<file path="src/rtl/filter_scheduler.sv">
// filter_scheduler: frame-synchronous controller for the threshold -> brightness
// -> ADSR filter chain. Debounces toggle keys, stages clamped BPM updates,
// derives a beat pulse from BPM with a per-frame phase accumulator and commits
// all configuration on frame_start only.
// Optional build macro FRAME_WATCHDOG_EN: forces a commit (no accumulator update,
// no beat) after WATCHDOG_CYCLES cycles without frame_start.
module filter_scheduler #(
    parameter int DEBOUNCE_CYCLES = 250000,
    parameter int FRAME_RATE      = 60,
    parameter int BPM_DEFAULT     = 80,
    parameter int BPM_MIN         = 30,
    parameter int BPM_MAX         = 240,
    parameter int WATCHDOG_CYCLES = 1000000
) (
    input  logic       clk,
    input  logic       reset,
    input  logic       frame_start,
    input  logic [2:0] key_req,
    input  logic       auto_mode,
    input  logic [7:0] bpm_in,
    input  logic       bpm_valid,
    output logic [2:0] filter_enable,
    output logic [7:0] BPM_estimate,
    output logic       beat_pulse,
    output logic [2:0] pattern_idx
);
    localparam int NUM_KEYS = 3;
    localparam int CW       = $clog2(DEBOUNCE_CYCLES + 1);
    localparam logic [CW-1:0] DB_LAST = CW'(DEBOUNCE_CYCLES - 1);
    localparam logic [12:0]   THRESH  = 13'(60 * FRAME_RATE);

    typedef enum logic {RUN, COMMIT} state_t;

    state_t                         state;
    logic [NUM_KEYS-1:0][CW-1:0]    db_cnt;
    logic [NUM_KEYS-1:0]            db_fired;
    logic [NUM_KEYS-1:0]            accept;
    logic [2:0]                     pend_mask;
    logic [7:0]                     pend_bpm;
    logic [12:0]                    acc;
    logic [12:0]                    acc_next;
    logic                           wd_fire;

    // Per-key debouncer: one registered accept pulse per stable press; the
    // fired flag holds off further pulses until the key has been seen low.
    for (genvar i = 0; i < NUM_KEYS; i++) begin : g_key
        always_ff @(posedge clk) begin
            if (reset) begin
                db_cnt[i]   <= '0;
                db_fired[i] <= 1'b0;
                accept[i]   <= 1'b0;
            end else begin
                accept[i] <= 1'b0;
                if (!key_req[i]) begin
                    db_cnt[i]   <= '0;
                    db_fired[i] <= 1'b0;
                end else if (!db_fired[i]) begin
                    if (db_cnt[i] == DB_LAST) begin
                        accept[i]   <= 1'b1;
                        db_fired[i] <= 1'b1;
                    end else begin
                        db_cnt[i] <= db_cnt[i] + 1'b1;
                    end
                end
            end
        end
    end

    // Pending mask: manual toggles XOR in, auto mode tracks gray(pattern_idx)
    // so switching back to manual keeps the last auto pattern.
    always_ff @(posedge clk) begin
        if (reset)
            pend_mask <= '0;
        else if (auto_mode)
            pend_mask <= pattern_idx ^ (pattern_idx >> 1);
        else
            pend_mask <= pend_mask ^ accept;
    end

    // Pending BPM: zero strobes ignored, others clamped; last strobe wins.
    always_ff @(posedge clk) begin
        if (reset)
            pend_bpm <= 8'(BPM_DEFAULT);
        else if (bpm_valid && (bpm_in != 8'd0)) begin
            if (bpm_in < 8'(BPM_MIN))
                pend_bpm <= 8'(BPM_MIN);
            else if (bpm_in > 8'(BPM_MAX))
                pend_bpm <= 8'(BPM_MAX);
            else
                pend_bpm <= bpm_in;
        end
    end

`ifdef FRAME_WATCHDOG_EN
    localparam int WW = $clog2(WATCHDOG_CYCLES + 1);
    localparam logic [WW-1:0] WD_LAST = WW'(WATCHDOG_CYCLES - 1);
    logic [WW-1:0] wd_cnt;

    assign wd_fire = !frame_start && (wd_cnt == WD_LAST);

    // Cycles since the last frame_start; restarts after each forced commit.
    always_ff @(posedge clk) begin
        if (reset || frame_start || (wd_cnt == WD_LAST))
            wd_cnt <= '0;
        else
            wd_cnt <= wd_cnt + 1'b1;
    end
`else
    logic unused_wd;
    assign unused_wd = (WATCHDOG_CYCLES == 0);
    assign wd_fire   = 1'b0;
`endif

    // Old committed BPM feeds the accumulator, as the new one lands this edge.
    assign acc_next = acc + {5'd0, BPM_estimate};

    // Commit FSM: frame_start is acted on at the edge that samples it, so the
    // registered outputs move one cycle after the pulse; COMMIT marks that cycle.
    always_ff @(posedge clk) begin
        if (reset) begin
            state         <= RUN;
            filter_enable <= '0;
            BPM_estimate  <= 8'(BPM_DEFAULT);
            beat_pulse    <= 1'b0;
            pattern_idx   <= '0;
            acc           <= '0;
        end else begin
            beat_pulse <= 1'b0;
            state      <= RUN;
            if (frame_start) begin
                state         <= COMMIT;
                filter_enable <= pend_mask;
                BPM_estimate  <= pend_bpm;
                if (acc_next >= THRESH) begin
                    acc        <= acc_next - THRESH;
                    beat_pulse <= 1'b1;
                    if (auto_mode)
                        pattern_idx <= pattern_idx + 3'd1;
                end else begin
                    acc <= acc_next;
                end
            end else if (wd_fire) begin
                state         <= COMMIT;
                filter_enable <= pend_mask;
                BPM_estimate  <= pend_bpm;
            end
        end
    end

    logic unused_state;
    assign unused_state = (state == COMMIT);

endmodule

</file>
<file path="config.mk">
export PLATFORM = sky130hd
export DESIGN_NAME = filter_scheduler
export DESIGN_NICKNAME = d
export VERILOG_FILES = /design/src/rtl/filter_scheduler.sv
export SDC_FILE = /design/constraint.sdc
export NUM_CORES = 1
export LEC_CHECK = 0
export ABC_CLOCK_PERIOD_IN_PS = 10700
export BUFFER_PORTS_ARGS = -buffer_cell sky130_fd_sc_hd__buf_2
export CAP_MARGIN = 20
export CORE_UTILIZATION = 50
export CTS_BUF_LIST = sky130_fd_sc_hd__clkbuf_8 sky130_fd_sc_hd__clkbuf_16
export DETAILED_ROUTE_END_ITERATION = 16
export GPL_ROUTABILITY_DRIVEN = 1
export PLACE_DENSITY = 0.7
export SLEW_MARGIN = 5
export SYNTH_ARGS = -nofsm -noshare
export SYNTH_HDL_FRONTEND = slang
export SYNTH_SLANG_ARGS = --single-unit
</file>
<file path="constraint.sdc">
create_clock -name clk -period 10.7 [get_ports clk]
set_clock_uncertainty 0.05 [all_clocks]
set_input_delay 1.605 -clock clk [delete_from_list [all_inputs] [get_ports clk]]
set_output_delay 1.605 -clock clk [all_outputs]
set_load 0.01 [all_outputs]
</file>
# [Word level (Yosys, flattened, before mapping)]
# Cells that the tools add are included.
[classes] n_addsub=6 order_cmp=3 eq_ne=3 mux=11 bitwise_logic=12 reduce_logical=13
[op_table] cell="adder 18 x 1 -> 18 bit, second input constant" n=3
[op_table] cell="== test 18 bit, second input constant" n=3
[op_table] cell="2-to-1 mux 8 bit" n=2
[op_table] cell="adder 13 x 8 -> 13 bit" n=1
[op_table] cell=">= comparator 13 x 12 -> 1 bit, second input constant" n=1
[op_table] cell="2-to-1 mux 13 bit" n=1
[op_table] cell="subtractor 13 x 12 -> 13 bit, second input constant" n=1
[op_table] cell="NOT 1 bit" n=10
[op_table] cell="OR reduction 3 bit" n=3
[op_table] cell="greater-than comparator 8 bit, second input constant" n=1
[op_table] cell="less-than comparator 8 x 5 -> 1 bit, second input constant" n=1
[op_table] cell="nonzero test 8 bit" n=1
[op_table] cell="OR reduction 2 bit" n=4
[op_table] cell="2-to-1 mux 1 bit" n=7
[op_table] cell="AND reduction 2 bit" n=3
[op_table] cell="adder 3 x 1 -> 3 bit, second input constant" n=1
[op_table] cell="2-to-1 mux 3 bit" n=1
[op_table] cell="AND reduction 3 bit" n=1
[op_table] cell="bitwise XOR 3 x 2 -> 3 bit" n=1
[op_table] cell="bitwise XOR 3 bit" n=1
[op_table] cell="logical AND 1 bit" n=1
[word_totals] ff_bits=99 output_inout_bits=15 elab_cells=64

# [Longest topological paths before layout]
[depth] depth_word=3 ltp_mapped=13

# [Worst setup path after synthesis]
# No wires, ideal clock.
[synth_path] path_kind="register -> register" startpoint="reg BPM_estimate[0]" endpoint="reg acc[8]" setup_ps=121 arrival_ps=3337 required_ps=10529 slack_ps=7192 path_stages_with_launch=11 path_buffers=0 synth_period_minus_slack_ps=3508 path_cell_list="dfxtp_1 ha_1 fa_1 a211oi_2 o31ai_2 a311o_1 a2111o_1 o2111a_2 o211ai_1 mux2i_1 mux2_2"
[synth_between] elab_chain_len=3 word_cells_on_any_way=4
[synth_lines] element="from (decl)" line_no="23" rtl="output logic [7:0] BPM_estimate,"
[synth_lines] element="from (signal assigned)" line_no="123" rtl="BPM_estimate <= 8'(BPM_DEFAULT);"
[synth_lines] element="from (signal assigned)" line_no="133" rtl="BPM_estimate <= pend_bpm;"
[synth_lines] element="from (signal assigned)" line_no="145" rtl="BPM_estimate <= pend_bpm;"
[synth_lines] element="adder 13 x 8 -> 13 bit *" line_no="115" rtl="assign acc_next = acc + {5'd0, BPM_estimate};"
[synth_lines] element="subtractor 13 x 12 -> 13 bit or >= comparator 13 x 12 -> 1 bit (tied branches)" line_no="135, 134"
[synth_lines] element="2-to-1 mux 13 bit *" line_no="134" rtl="if (acc_next >= THRESH) begin"
[synth_lines] element="to (signal assigned)" line_no="135" rtl="acc <= acc_next - THRESH;"
[synth_lines] element="to (signal assigned)" line_no="140" rtl="acc <= acc_next;"
[synth_lines] element="to (decl)" line_no="40" rtl="logic [12:0] acc;"
# Mark *: on every way between the ends. The rest lies on a longest branch, timed or not.
# A chain may end at the register's enable or synchronous reset.

# [Worst setup path in the final report]
# Ends and elaborated chain as after synthesis.

==> flow_summary_export.csv <==
group,metric,value,unit
sta,tightest_slew,877,ps
grt,grt_pass1_vias,3639,
floorplan,pin_count,31,
grt,antenna_found_initial,0,
sta,rsz0062_at_grt,"false",
route,drtIter0Drc,113,
grt,grt_pass1_wl,16.6,mm
placement,pre_cts_slack,6990,ps
yosys,synth.area.top_cells,"dfxtp_1, nor2_1, xor2_1",
critical_path,cp.arrival,3960,ps
clock_network,cts.sink_count,99,
power_and_ir_drop,comb_power_share,10.2,%
yosys,netlist_area,4810,µm²
route,postRouteAntennaNets,0,
route,wire_per_inst,13.6,µm
yosys,synthSimpleGateAreaFrac,25.3,%
route,routed-via-count,3913,
clock_network,tritoncts,"built",
power_and_ir_drop,p_int,0.513,mW
critical_path,cp.required,10910,ps
route,viasPerCell,5.46,
clock_network,post_cts_buffers,0,
status,status,"completed",
yosys,synth_mux_area_share,4.42,%
sta,maxSlewViolCount,0,
sta,final.setup.worst_slack,6950,ps
power_and_ir_drop,p_leak,1.99,nW
clock_network,cts_resized,0,
sta,fin_crit,3750,ps
power_and_ir_drop,max-vdd-ir-drop,65.8,µV
yosys,avgSynthCellArea,8.54,µm²
layout,final_nets,615,
yosys,synth_top_family_by_area,"simple AND/OR/NAND/NOR gates",
placement,hpwl,6.82,mm
floorplan,die_h,100,µm
critical_path,worstSetupPathType,"register to register",
grt,grt.overflow.total,0,
yosys,ys_seq_area_share,41.2,%
power_and_ir_drop,p_sw,0.184,mW
sta,finalCritPeriodShare,35.1,%
floorplan,dieWidth,100,µm
floorplan,rows,35,
placement,numPortBuffers,30,
critical_path,start_kind,"register",
layout,layout-drive-gt1-share,10.0,%
yosys,yosysTopAreaCell,"dfxtp_1",
yosys,synth_seq_cells,99,
sta,final.setup.tns,0,ps
power_and_ir_drop,swShare,26.4,%
route,drt-pass1-iter-count,5,
sta,fmax,0.266,GHz
grt,grt_max_degree,34,
layout,syn_to_final_growth,8.95,%
yosys,syn-instance-count,563,
yosys,synthXorXnorAreaFrac,10.9,%
yosys,ys_async_sr_fraction,0,%
clock_network,cts_buffers,9,
placement,place_congestion,0.828,
sta,relSlewSlack,41.0,%
clock_network,ctsHoldBuffers,0,
min_path,worstHoldPathType,"register to register",
floorplan,die-area,10000,µm²
grt,track_usage,20.6,%
floorplan,design.core.area,9280,µm²
critical_path,r2r_setup_slack,6950,ps
yosys,ys.flop_type,"dfxtp_1",
route,drc,0,
floorplan,start_util,51.8,%
yosys,synth_fa_ha_area_share,4.06,%
route,routed_wl,9.72,mm
clock_network,clkTransAtPathRegs,100,ps
power_and_ir_drop,clock_power_share,34.7,%
critical_path,worstSetupEndpointType,"register",
clock_network,h-tree-depth,3,
power_and_ir_drop,p_seq_share,55.0,%
clock_network,worstSkewPairLatency,360,ps
yosys,ys_types,58,
yosys,synth_compound_gate_area_share,11.9,%
yosys,synth-edff-count,0,
power_and_ir_drop,p_per_area,133,nW/µm²
sta,hold_viol_final,0,
clock_network,cts_root_buffer,"clkbuf_8",
yosys,yosysTopAreaCellShare,41.2,%
yosys,syn_nets,594,
sta,setup_violations,0,
yosys,ys.warnings.count,0,
layout,antenna_cells,0,
run,drv_cap,0,
critical_path,path_max_fanout,9,
clock_network,cts_buffer_depth,2,
[per-layer routing]
metal | track usage, % | wire length, µm | vias up
met5 | 0 | 0 | -
li1 | - | - | 2025
met3 | 3.69 | 328 | 8
met1 | 27.9 | 4830 | 1836
met4 | 6.80 | 104 | 0
met2 | 33.2 | 4460 | 44
[sequential cells by signal (all words and copies together) (netlist names)]
signal	count
BPM_estimate	8
acc	13
accept	3
beat_pulse	1
db_cnt	54
db_fired	3
filter_enable	3
pattern_idx	3
pend_bpm	8
pend_mask	3
[critical path, cell delays in order (launching register included)]
cell and delay, ps:
dfxtp_1 340, ha_1 240, fa_1 430, a211oi_2 330, o31ai_2 170, a311o_1 390
a2111o_1 510, o2111a_2 380, o211ai_1 240, mux2i_1 230, mux2_2 340
[cell usage after synthesis (2+ instances only)]
cell type and number:
and4_1 3, nor3_1 13, mux2i_1 19, o21ai_0 19, nor3b_1 2, xor2_1 37
nor2_1 91, or4_1 2, xnor2_1 21, clkbuf_1 17, or4bb_1 2, nor4_1 7
or3_1 10, a311oi_1 2, o211ai_1 5, o21a_1 4, nand4_1 12, a211oi_1 9
and2_1 2, nand3_1 26, and3_1 15, buf_1 2, or2_2 3, nor4b_1 3
a21oi_2 2, inv_1 8, ha_1 14, nand2_1 59, mux2_2 2, dfxtp_1 99
a21oi_1 26
[logic make-up after synthesis]
| kind of cell | count (synthesis) |
|---|---|
| buf+inv | 28 |
| xor+xnor | 59 |
| simple gates | 255 |
| compound gates | 86 |
| mux | 21 |
| fa+ha+maj | 15 |
| flops | 99 |
[power groups by stage]
stage,Clock [mW],Combinational [mW],Sequential (mW)
final,0.242,0.0713,0.384
after floorplan,0,0.0541,0.389
after global routing,0.263,0.0796,0.385
after CTS,0.249,0.0709,0.383
after detailed placement,0,0.0705,0.392
after global placement,0,0.0687,0.392
[placed cells by master, fill, tap and decap left out, types with 14 or more instances in the layout]
| cell type | instances |
|---|---|
| ha_1 | 14 |
| xnor2_1 | 21 |
| xor2_1 | 37 |
| dfxtp_1 | 99 |
| and3_1 | 15 |
| mux2i_1 | 19 |
| a21oi_1 | 26 |
| nor2_1 | 91 |
| nand3_1 | 26 |
| nand2_1 | 59 |
| buf_2 | 30 |
| o21ai_0 | 19 |
[metrics by stage]
step                hold WS [ps]  area [µm²]  util, %  std cells  total power [mW]
floorplan                    348        4810        -        563             0.443
global placement             361        5040     54.3        702             0.460
detailed placement           361        5040     54.3        702             0.462
CTS                          385        5240     56.4        717             0.703
global route                 403        5240     56.4        717             0.728
finish                       381        5240     56.4        717             0.697
[path summary, 6_finish.rpt]
path,from,end,depth (start not counted)
worst min-delay path,db_fired[2],accept[2],1
worst max-delay path,BPM_estimate[0],acc[8],10
worst min register to register,db_fired[2],accept[2],1
worst max register to register,BPM_estimate[0],acc[8],10
[area by class of cell]
| type | instances | area (µm²) |
|---|---|---|
| clock inverters | 6 | 71.3 |
| clock buffers | 9 | 124 |
| fillers | 895 | 4050 |
| multi-input cells | 436 | 2720 |
| inverters | 8 | 30.0 |
| repair buffers | 30 | 150 |
| flip-flops and latches | 99 | 1980 |
| well taps | 129 | 161 |
(Power assumes the default switching activity.)
